[src/rtl/tsclk_gen_multi_pkg.sv]
// Package tsclk_pkg: shared constants and helpers for the multi-channel timestamp
// clock generator.
//   - Register map: CTRL at 0x0, HALF[ch] at 0x1+ch, PHASE[ch] at 0x9+ch.
//   - CTRL bit indices: bit0 enable, bit1 soft sync (write-only pulse).
//   - Reset defaults for the global enable state.
//   - decode_addr(): turns a config address into a register select plus channel.
package tsclk_pkg;

    localparam int         ADDR_W          = 4;
    localparam logic [3:0] ADDR_CTRL       = 4'h0;
    localparam logic [3:0] ADDR_HALF_BASE  = 4'h1;
    localparam logic [3:0] ADDR_PHASE_BASE = 4'h9;

    localparam int CTRL_ENABLE_BIT = 0;
    localparam int CTRL_SYNC_BIT   = 1;

    localparam logic RST_RUNNING = 1'b1;

    typedef enum logic [1:0] {
        SEL_NONE,
        SEL_CTRL,
        SEL_HALF,
        SEL_PHASE
    } reg_sel_e;

    typedef struct packed {
        reg_sel_e   sel;
        logic [2:0] ch;
    } reg_dec_t;

    // Addresses past the last channel of either bank decode to SEL_NONE,
    // so writes to them are dropped.
    function automatic reg_dec_t decode_addr(input logic [3:0] addr, input int nch);
        reg_dec_t d;
        d.sel = SEL_NONE;
        d.ch  = '0;
        if (addr == ADDR_CTRL) begin
            d.sel = SEL_CTRL;
        end else if (int'(addr) >= int'(ADDR_HALF_BASE) &&
                     int'(addr) <  int'(ADDR_HALF_BASE) + nch) begin
            d.sel = SEL_HALF;
            d.ch  = 3'(addr - ADDR_HALF_BASE);
        end else if (int'(addr) >= int'(ADDR_PHASE_BASE) &&
                     int'(addr) <  int'(ADDR_PHASE_BASE) + nch) begin
            d.sel = SEL_PHASE;
            d.ch  = 3'(addr - ADDR_PHASE_BASE);
        end
        return d;
    endfunction

endpackage

[src/rtl/tsclk_gen_multi_if.sv]
// tsclk_gen_multi_if: configuration / restart bus into the timestamp clock generator.
//   cfg_we     write strobe, one cycle per write
//   cfg_addr   register address
//   cfg_wdata  write data (DIV_W bits)
//   sync_req   synchronous restart pulse
// master drives the bus (controller side), slave receives it (generator side).
interface tsclk_gen_multi_if
    import tsclk_pkg::*;
#(
    parameter int DIV_W = 8
);
    logic              cfg_we;
    logic [ADDR_W-1:0] cfg_addr;
    logic [DIV_W-1:0]  cfg_wdata;
    logic              sync_req;

    modport master (output cfg_we, cfg_addr, cfg_wdata, sync_req);
    modport slave  (input  cfg_we, cfg_addr, cfg_wdata, sync_req);
endinterface

[src/rtl/tsclk_div_channel.sv]
// tsclk_div_channel: one glitch-free programmable divider channel.
// Ports:
//   timestamp_int_clk  clock
//   cpu_resetn         asynchronous active-low reset
//   en                 effective enable for this cycle
//   sync               restart: output low, counter preloaded from phase
//   half_we/phase_we   register write strobes for this channel
//   wdata              write data shared by both registers
//   clk_out            divided clock, straight from a flop
//   rise               high in the cycle whose edge takes clk_out 0->1
module tsclk_div_channel #(
    parameter int DIV_W = 8
) (
    input  logic             timestamp_int_clk,
    input  logic             cpu_resetn,
    input  logic             en,
    input  logic             sync,
    input  logic             half_we,
    input  logic             phase_we,
    input  logic [DIV_W-1:0] wdata,
    output logic             clk_out,
    output logic             rise
);

    logic [DIV_W-1:0] shadow_q, shadow_nxt;
    logic [DIV_W-1:0] phase_q, phase_nxt;
    logic [DIV_W-1:0] h_act_q, h_act_nxt;
    logic [DIV_W-1:0] cnt_q, cnt_nxt;
    logic             out_q, out_nxt;

    // Next-state logic. A new half-period only reaches h_act at a toggle, so no
    // half-period is ever cut short or stretched. A restart sees a write made in
    // the same cycle. When disabled, a high output still runs out its half-period
    // and falls; a low output freezes with its counter.
    always_comb begin
        shadow_nxt = half_we  ? wdata : shadow_q;
        phase_nxt  = phase_we ? wdata : phase_q;
        h_act_nxt  = h_act_q;
        cnt_nxt    = cnt_q;
        out_nxt    = out_q;
        if (sync) begin
            out_nxt   = 1'b0;
            h_act_nxt = shadow_nxt;
            cnt_nxt   = (phase_nxt < shadow_nxt) ? phase_nxt : shadow_nxt;
        end else if (en || out_q) begin
            if (cnt_q == h_act_q) begin
                out_nxt   = ~out_q;
                cnt_nxt   = '0;
                h_act_nxt = shadow_q;
            end else begin
                cnt_nxt = cnt_q + DIV_W'(1);
            end
        end
    end

    // State register; reset gives h=0, i.e. the legacy divide-by-2.
    always_ff @(posedge timestamp_int_clk or negedge cpu_resetn) begin
        if (!cpu_resetn) begin
            shadow_q <= '0;
            phase_q  <= '0;
            h_act_q  <= '0;
            cnt_q    <= '0;
            out_q    <= 1'b0;
        end else begin
            shadow_q <= shadow_nxt;
            phase_q  <= phase_nxt;
            h_act_q  <= h_act_nxt;
            cnt_q    <= cnt_nxt;
            out_q    <= out_nxt;
        end
    end

    assign clk_out = out_q;
    assign rise    = out_nxt & ~out_q;

endmodule

[src/rtl/tsclk_gen_multi.sv]
// tsclk_gen_multi: NCH-channel timestamp clock generator in the timestamp_int_clk
// domain, with a timestamp counter following channel 0.
// Ports:
//   timestamp_int_clk  clock
//   cpu_resetn         asynchronous active-low reset
//   cfg                config bus (tsclk_gen_multi_if.slave), already synchronised
//   ts_clk_out         divided clocks, one flop per channel
//   ts_count           channel-0 rising-edge count
//   ts_overflow        one-cycle pulse when ts_count wraps
//   ts_running         global enable state
//   ts_count_gray      Gray-coded ts_count (only with TSCLK_GRAY_EN defined)
// Optional feature macro: TSCLK_GRAY_EN.
module tsclk_gen_multi
    import tsclk_pkg::*;
#(
    parameter int NCH   = 4,
    parameter int DIV_W = 8,
    parameter int TS_W  = 16
) (
    input  logic               timestamp_int_clk,
    input  logic               cpu_resetn,
    tsclk_gen_multi_if.slave   cfg,
    output logic [NCH-1:0]     ts_clk_out,
    output logic [TS_W-1:0]    ts_count,
    output logic               ts_overflow,
    output logic               ts_running
`ifdef TSCLK_GRAY_EN
    ,
    output logic [TS_W-1:0]    ts_count_gray
`endif
);

    // Channel whose rising edges drive the timestamp counter.
    localparam logic [NCH-1:0] TS_SRC_MASK = NCH'(1);

    reg_dec_t         dec;
    logic             ctrl_we;
    logic             running_q, running_nxt;
    logic             sync;
    logic [NCH-1:0]   half_we, phase_we, ch_rise;
    logic [TS_W-1:0]  ts_count_q, ts_count_nxt;
    logic             ts_overflow_q, ts_overflow_nxt;

    // Register decode and global control. Enabling from the disabled state
    // counts as a restart; restart requests are dropped while disabled.
    always_comb begin
        dec         = decode_addr(cfg.cfg_addr, NCH);
        ctrl_we     = cfg.cfg_we && (dec.sel == SEL_CTRL);
        running_nxt = ctrl_we ? cfg.cfg_wdata[CTRL_ENABLE_BIT] : running_q;
        sync        = running_nxt &&
                      (cfg.sync_req ||
                       (ctrl_we && cfg.cfg_wdata[CTRL_SYNC_BIT]) ||
                       (ctrl_we && cfg.cfg_wdata[CTRL_ENABLE_BIT] && !running_q));
        for (int i = 0; i < NCH; i++) begin
            half_we[i]  = cfg.cfg_we && (dec.sel == SEL_HALF)  && (int'(dec.ch) == i);
            phase_we[i] = cfg.cfg_we && (dec.sel == SEL_PHASE) && (int'(dec.ch) == i);
        end
    end

    for (genvar ch = 0; ch < NCH; ch++) begin : g_ch
        tsclk_div_channel #(.DIV_W(DIV_W)) u_ch (
            .timestamp_int_clk (timestamp_int_clk),
            .cpu_resetn        (cpu_resetn),
            .en                (running_nxt),
            .sync              (sync),
            .half_we           (half_we[ch]),
            .phase_we          (phase_we[ch]),
            .wdata             (cfg.cfg_wdata),
            .clk_out           (ts_clk_out[ch]),
            .rise              (ch_rise[ch])
        );
    end

    // Timestamp counter: a restart clears it and suppresses a coincident wrap pulse.
    always_comb begin
        ts_count_nxt    = ts_count_q;
        ts_overflow_nxt = 1'b0;
        if (sync) begin
            ts_count_nxt = '0;
        end else if (|(ch_rise & TS_SRC_MASK)) begin
            ts_count_nxt    = ts_count_q + TS_W'(1);
            ts_overflow_nxt = &ts_count_q;
        end
    end

    always_ff @(posedge timestamp_int_clk or negedge cpu_resetn) begin
        if (!cpu_resetn) begin
            running_q     <= RST_RUNNING;
            ts_count_q    <= '0;
            ts_overflow_q <= 1'b0;
        end else begin
            running_q     <= running_nxt;
            ts_count_q    <= ts_count_nxt;
            ts_overflow_q <= ts_overflow_nxt;
        end
    end

    assign ts_count    = ts_count_q;
    assign ts_overflow = ts_overflow_q;
    assign ts_running  = running_q;

`ifdef TSCLK_GRAY_EN
    // Gray code is formed from the next count so it lines up with ts_count.
    logic [TS_W-1:0] gray_q;
    always_ff @(posedge timestamp_int_clk or negedge cpu_resetn) begin
        if (!cpu_resetn) begin
            gray_q <= '0;
        end else begin
            gray_q <= ts_count_nxt ^ (ts_count_nxt >> 1);
        end
    end
    assign ts_count_gray = gray_q;
`endif

endmodule
[src/flat_wrapper.sv]
// flat-port wrapper written by rule: the top's interface ports become plain ports
module tsclk_gen_multi_flat import tsclk_pkg::*;
#(
    parameter int NCH   = 4,
    parameter int DIV_W = 8,
    parameter int TS_W  = 16
)
  (timestamp_int_clk, cpu_resetn, ts_clk_out, ts_count, ts_overflow, ts_running, cfg_cfg_we, cfg_cfg_addr, cfg_cfg_wdata, cfg_sync_req);
  tsclk_gen_multi_if #(.DIV_W(DIV_W)) cfg_i ();
  input  logic timestamp_int_clk;
  input  logic cpu_resetn;
  output logic [NCH-1:0] ts_clk_out;
  output logic [TS_W-1:0] ts_count;
  output logic ts_overflow;
  output logic ts_running;
  input wire logic [$bits(cfg_i.cfg_we)-1:0] cfg_cfg_we;
  input wire logic [$bits(cfg_i.cfg_addr)-1:0] cfg_cfg_addr;
  input wire logic [$bits(cfg_i.cfg_wdata)-1:0] cfg_cfg_wdata;
  input wire logic [$bits(cfg_i.sync_req)-1:0] cfg_sync_req;
  assign cfg_i.cfg_we = cfg_cfg_we;
  assign cfg_i.cfg_addr = cfg_cfg_addr;
  assign cfg_i.cfg_wdata = cfg_cfg_wdata;
  assign cfg_i.sync_req = cfg_sync_req;
  tsclk_gen_multi #(.NCH(NCH), .DIV_W(DIV_W), .TS_W(TS_W)) u_core (.timestamp_int_clk(timestamp_int_clk), .cpu_resetn(cpu_resetn), .cfg(cfg_i), .ts_clk_out(ts_clk_out), .ts_count(ts_count), .ts_overflow(ts_overflow), .ts_running(ts_running));
endmodule
[config.mk]
export PLATFORM = sky130hd
export DESIGN_NAME = tsclk_gen_multi_flat
export DESIGN_NICKNAME = d
export VERILOG_FILES = /design/src/rtl/tsclk_gen_multi_pkg.sv /design/src/rtl/tsclk_gen_multi_if.sv /design/src/rtl/tsclk_div_channel.sv /design/src/rtl/tsclk_gen_multi.sv /design/src/flat_wrapper.sv
export SDC_FILE = /design/constraint.sdc
export NUM_CORES = 1
export LEC_CHECK = 0
export BUFFER_PORTS_ARGS = -buffer_cell sky130_fd_sc_hd__buf_2
export CORE_UTILIZATION = 60
export CTS_CLUSTER_SIZE = 25
export DETAILED_ROUTE_END_ITERATION = 8
export GPL_ROUTABILITY_DRIVEN = 0
export PLACE_DENSITY = 0.78
export SLEW_MARGIN = 20
export SYNTH_ARGS = -nofsm -noshare
export SYNTH_HDL_FRONTEND = slang
export SYNTH_SLANG_ARGS = --single-unit
[constraint.sdc]
create_clock -name timestamp_int_clk -period 3.5 [get_ports timestamp_int_clk]
set_input_delay 0.525 -clock timestamp_int_clk [delete_from_list [all_inputs] [get_ports timestamp_int_clk]]
set_output_delay 0.525 -clock timestamp_int_clk [all_outputs]
set_load 0.1 [all_outputs]
* Word level (Yosys, flattened, before mapping) *
Cells that the tools add are included.

word-level totals
  latch bits = 0
  flip-flop bits (word level) = 150
  memories = 0
  input bits = 16
  memory bits (writable) = 0
  word-level logic and storage cells = 150
  ROM bits = 0

operators by class
  multiplexer cells = 57
  bitwise logic cells = 5
  $mul = 0
  divide/modulo/power cells = 0
  magnitude comparators = 8
  equal/unequal tests = 10
  shift-type cells = 0
  reduce and logical (&&, ||, !) cells = 40
  add/sub/neg operators = 7

operators by type and width
  cell                   count
  $mux 8                 36
  $add 8x1->8 const B    4
  $eq 8x8->1             4
  $lt 8x8->1             4
  $mux 16                2
  $reduce_bool 2->1      9
  $logic_and 1x1->1      17
  $add 16x1->16 const B  1
  $reduce_and 16->1      1
  $mux 1                 15
  $mux 5                 2
  $reduce_and 2->1       4
  $eq 3x3->1 const B     2
  $logic_or 1x1->1       6
  $sub 3x1->3 const B    2
  $eq 2x2->1 const B     2
  $ge 4x1->1 const B     1
  $ge 4x4->1 const B     1
  $logic_not 4->1        1
  $lt 4x3->1 const B     1
  $lt 4x4->1 const B     1
  $not 1->1              4
  $eq 3x2->1 const B     1
  $logic_not 3->1        1
  other kinds (5)        5

* Logic depth before layout (Yosys ltp) *
  depth in word-level cells = 15
  depth in mapped cells = 16
  gate-level depth less buffers = 13

* Cells and area by module *
Synthesis repeated with hierarchy kept, for this count alone.

second synthesis, totals
  cell total of the unflattened synthesis = 816
  area, all modules = 8495.6 µm²

by module, submodules not included
  module             instances  area an instance (µm²)  cells each  seq. area each (µm²)
  tsclk_div_channel  4          1870.5                  177         825.8
  tsclk_gen_multi    1          1013.5                  108         451.7

* Worst setup path after synthesis *
Ideal clock, no wire load.

  kind = input-to-reg
  start = input cfg_cfg_addr[0]
  end = register u_core.g_ch[2].u_ch.cnt_q[1]
  library setup time = 0.126 ns
  data arrival time = 3.790 ns
  slack = -0.416 ns
  data required time = 3.374 ns
  stages = 14
  cells stage by stage = buf_2 inv_1 ha_1 xor2_1 buf_2 nor2_1 mux2_2 ha_1 a21o_1 a21oi_1 o21ai_0 a21oi_2 mux2_2 a221o_1

between the ends
  longest elaborated chain between the ends = 12
  elaborated cells on any way between the ends = 36

RTL lines
  what                                      RTL line                                              source
  start, declared                           flat_wrapper.sv:17                                    input wire logic [$bits(cfg_i.cfg_addr)-1:0] cfg_cfg_addr;
  $ge 4x4->1 or $lt 4x4->1 (tied branches)  tsclk_gen_multi_pkg.sv:43, tsclk_gen_multi_pkg.sv:44
  $logic_and 1x1->1                         tsclk_gen_multi_pkg.sv:43                             end else if (int'(addr) >= int'(ADDR_PHASE_BASE) &&
  $mux 5                                    tsclk_gen_multi_pkg.sv:43
  $mux 5                                    tsclk_gen_multi_pkg.sv:39                             end else if (int'(addr) >= int'(ADDR_HALF_BASE) &&
  $mux 2                                    tsclk_gen_multi_pkg.sv:37                             if (addr == ADDR_CTRL) begin
  $eq 2x2->1                                tsclk_gen_multi.sv:56                                 phase_we[i] = cfg.cfg_we && (dec.sel == SEL_PHASE) && (int'(dec.ch) == i);
  $logic_and 1x1->1                         tsclk_gen_multi.sv:56
  $logic_and 1x1->1 *                       tsclk_gen_multi.sv:56
  $mux 8 *                                  tsclk_div_channel.sv:37                               phase_nxt = phase_we ? wdata : phase_q;
  via u_core.g_ch[2].u_ch.phase_nxt[6]      tsclk_div_channel.sv:26                               logic [DIV_W-1:0] phase_q, phase_nxt;
  $lt 8x8->1 *                              tsclk_div_channel.sv:44                               cnt_nxt = (phase_nxt < shadow_nxt) ? phase_nxt : shadow_nxt;
  $mux 8 *                                  tsclk_div_channel.sv:44
  $mux 8 *                                  tsclk_div_channel.sv:41                               if (sync) begin
  end signal, assigned                      tsclk_div_channel.sv:68                               cnt_q <= cnt_nxt;
  end, declared                             tsclk_div_channel.sv:28                               logic [DIV_W-1:0] cnt_q, cnt_nxt;

The timed path passes the listed nets; every way through them passes the cells marked *.
A chain may end at the register's enable or synchronous reset.

* Final worst setup path *
  start = input cfg_cfg_addr[0]
  end = register u_core.g_ch[1].u_ch.cnt_q[4]

between the ends
  longest elaborated chain between the ends = 12
  elaborated cells on any way between the ends = 36

RTL lines
  what                                      RTL line
  $ge 4x4->1 or $lt 4x4->1 (tied branches)  tsclk_gen_multi_pkg.sv:43, tsclk_gen_multi_pkg.sv:44
  $logic_and 1x1->1                         tsclk_gen_multi_pkg.sv:43
  $mux 5                                    tsclk_gen_multi_pkg.sv:43
  $mux 5                                    tsclk_gen_multi_pkg.sv:39
  $mux 2                                    tsclk_gen_multi_pkg.sv:37
  $eq 2x2->1                                tsclk_gen_multi.sv:56
  $logic_and 1x1->1                         tsclk_gen_multi.sv:56
  $logic_and 1x1->1 *                       tsclk_gen_multi.sv:56
  $mux 8 *                                  tsclk_div_channel.sv:37
  via u_core.g_ch[1].u_ch.phase_nxt[6]      tsclk_div_channel.sv:26
  $lt 8x8->1 *                              tsclk_div_channel.sv:44
  $mux 8 *                                  tsclk_div_channel.sv:44
  $mux 8 *                                  tsclk_div_channel.sv:41
  end signal, assigned                      tsclk_div_channel.sv:68
  end, declared                             tsclk_div_channel.sv:28

Marks and branches as above.

==> impl_metrics.yaml <==
drt:
  vias_per_cell: 6.10
  wire_per_inst_um: 18.8
  num_vias: 6705
  drc: 0
  dr.pass1.iters: 5
  ant_nets: 0
  routed_wl_um: 20600
  first_iter_violations: 599
logic_synthesis:
  ys_top_cells_by_area: "dfrtp_1, mux2i_1, ha_1, o21ai_0, mux2_2"
  syn_area_um2: 8350
  synthTopCellsByCount: "dfrtp_1, o21ai_0, nand2_1, nor2_1"
  yosysMostFrequentCell: "dfrtp_1"
  seq_area_frac_synth_pct: 45.0
  synth_area_per_cell_um2: 9.84
  ys_ff_latch: 150
  synthCells: 849
  synth_edf_count: 0
  synth_nets: 899
  synth_top_area_share_pct: 44.7
  yosysTopAreaCell: "dfrtp_1"
  ys_warn_count: 0
  ys.flop_type: "dfrtp_1"
  ys_async_sr_fraction_pct: 100
  yosysUniqueCellTypes: 62
clocking:
  ctsResizeCount: 0
  clk_pin_slew_ps: 60
  cts_buffers: 17
  cts_hold_buf: 0
  cts_tree: "built"
  htree_num_levels: 4
  post_cts_buffers: 0
  worstSkewPairLatency_ps: 430
  clk_path_buf_depth: 2
  clkSinkCount: 150
  cts-root-buf: "clkbuf_16"
worst_setup_path:
  path_buf_inv: 5
  path_delay_family: "compound AO/OA/AOI/OAI gates"
  end_kind: "register"
  start_kind: "input port"
  crit_chain: "buf_2 -> inv_1 -> ha_4 -> xor2_1 -> buf_4 -> nor3_2 -> buf_4 -> mux2i_1 -> inv_1 -> ha_1 -> a21o_1 -> a21oi_1 -> o21ai_0 -> a21oi_1 -> nand2_1 -> o221ai_1"
  crit_type: "in -> reg"
  cp_slowest_stage_delay_ps: 370
  crit_slowest_cell: "nor3_2"
  critPathArrivalTime_ps: 3680
  cp_max_fo: 11
  cp.required_ps: 3830
timing:
  fin_hold_ws_ps: 142
  fin_crit_sh_pct: 95.5
  rsz0062_at_grt: "no"
  max_clock_freq_mhz: 299
  setup-violations-final: 0
  tightest_slew_ps: 1090
  finalMaxSlewViolations: 0
  fin_skew_ps: 9.84
  final-hold-violation-count: 0
  fin_crit_ps: 3340
  max_slew_margin_pct: 27.4
flow_run:
  maxCapViolations: 0
die:
  die_h_um: 120
  io_pins: 38
  die_x_um: 120
  start_util_pct: 62.3
  num_rows: 42
  core_area_um2: 13400
  die_area_um2: 14400
power:
  power_leakage_uw: 0.00453
  power_frac_comb_pct: 37.7
  p_clk_share_pct: 26.4
  finalPower_uw: 7850
  seq_power_share_pct: 35.9
  power_switching_uw: 2890
  switching_share_pct: 36.8
  internal_power_uw: 4960
  p_per_area_nw_per_um2: 816
  ir_drop_v: 0.000552
global_route:
  grtUsageMet1_pct: 39.3
  grt-busiest-layer: "met2"
  grt_usage_pct: 30.6
  grtUsageMet2_pct: 50.7
  grtUsageMet3_pct: 6.99
  grt_pass1_wl_um: 33800
  antenna_found_initial: 1
  grt-ovfl-total: 0
  grt_pass1_vias: 6662
  grt_max_degree: 85
place:
  dp_hpwl_um: 14300
  placed_cells: 1067
  io_buffers: 37
finish:
  layout-drive-gt1-share_pct: 17.3
  n_fill_cell: 957
  final_cells: 1099
  area_growth_pct: 15.2
  nNetsFinal: 960
  multi_input_area_um2: 4300
  antennaDiodeCount: 0
  regArea_um2: 3750
run_status:
  status: "finished, final reports clean"
worst_hold_path:
  hold_path.class: "in -> async"
==> cells by family (layout without fill, tap and decap cells) <==
kind of cell / Yosys count / count (layout) / synth area share [%]
multiplexers: 88 / 88 / 11.1
buffers and inverters: 85 / 159 / 4.20
AND/OR/NAND/NOR: 240 / 240 / 15.0
adder cells (fa/ha/maj): 34 / 34 / 5.09
flip-flops: 150 / 150 / 45.0
AO/OA/AOI/OAI: 211 / 211 / 15.3
XOR/XNOR: 41 / 41 / 4.39
==> metal layers <==
metal	share of wire (%)	up-vias
met2	50	174
met3	4.0	36
met1	44	3320
met5	0	-
met4	2.0	0
li1	-	3175
==> worst paths after layout <==
check	start	endpoint	slack (ps)	cells past startpoint
worst max-delay path	cfg_cfg_addr[0]	u_core.g_ch[1].u_ch.cnt_q[4]	160	16
worst min-delay path	cpu_resetn	u_core.g_ch[3].u_ch.cnt_q[7]	140	1
worst max register to register	u_core.g_ch[0].u_ch.cnt_q[5]	u_core.ts_count[15]	780	5
worst min register to register	u_core.g_ch[1].u_ch.h_act_q[1]	u_core.g_ch[1].u_ch.h_act_q[1]	500	2
max in group asynchronous	cpu_resetn	u_core.g_ch[0].u_ch.phase_q[5]	2480	2
min in group timestamp_int_clk	cfg_cfg_wdata[0]	u_core.g_ch[0].u_ch.phase_q[0]	490	3
==> sequential cells by signal (all words and copies together) (netlist names) <==
name / cells
u_core.g_ch.u_ch.cnt_q: 32
u_core.g_ch.u_ch.h_act_q: 32
u_core.g_ch.u_ch.phase_q: 32
u_core.g_ch.u_ch.shadow_q: 32
u_core.ts_count: 16
u_core.g_ch.u_ch.clk_out: 4
u_core.ts_overflow: 1
u_core.ts_running: 1
==> layout make-up <==
type / count / area share, %
multi-input combinational: 614 / 44.7
sequential: 150 / 39.0
timing repair buffer: 74 / 5.01
clock buffer: 20 / 4.54
clock inverter: 12 / 2.37
tap: 176 / 2.29
inverter: 53 / 2.07
==> metrics by stage <==
stage                     setup WS [ps]  setup TNS [ps]  cell area (um2)  utilization [%]
after CTS                           190               0             9620             71.8
after global routing               21.8               0             9620             71.8
after floorplan                   -31.4           -31.4             8400                -
after global placement             12.7               0             8950             66.8
final                               156               0             9620             71.8
after detailed placement           -164           -1160             8950             66.8
==> placed cells by master (no fill, tap or decap), types with 19 or more instances in the layout <==
| cell | n |
|---|---|
| buf_2 | 36 |
| inv_1 | 53 |
| buf_4 | 36 |
| nor2_1 | 53 |
| a21oi_1 | 41 |
| a22oi_1 | 19 |
| and3_1 | 21 |
| mux2_2 | 31 |
| nand2_1 | 67 |
| ha_1 | 33 |
| dfrtp_1 | 149 |
| o21ai_0 | 84 |
| mux2i_1 | 53 |
| xnor2_1 | 29 |
==> power groups by stage <==
stage	logic, uW	clock network [uW]	registers [uW]
final	2960	2070	2820
after global routing	3290	2170	2890
after global placement	2770	0	2800
after detailed placement	2890	0	2830
after CTS	2940	2100	2810
after floorplan	2160	0	2720
No activity file was read; power rests on OpenSTA's default activity.
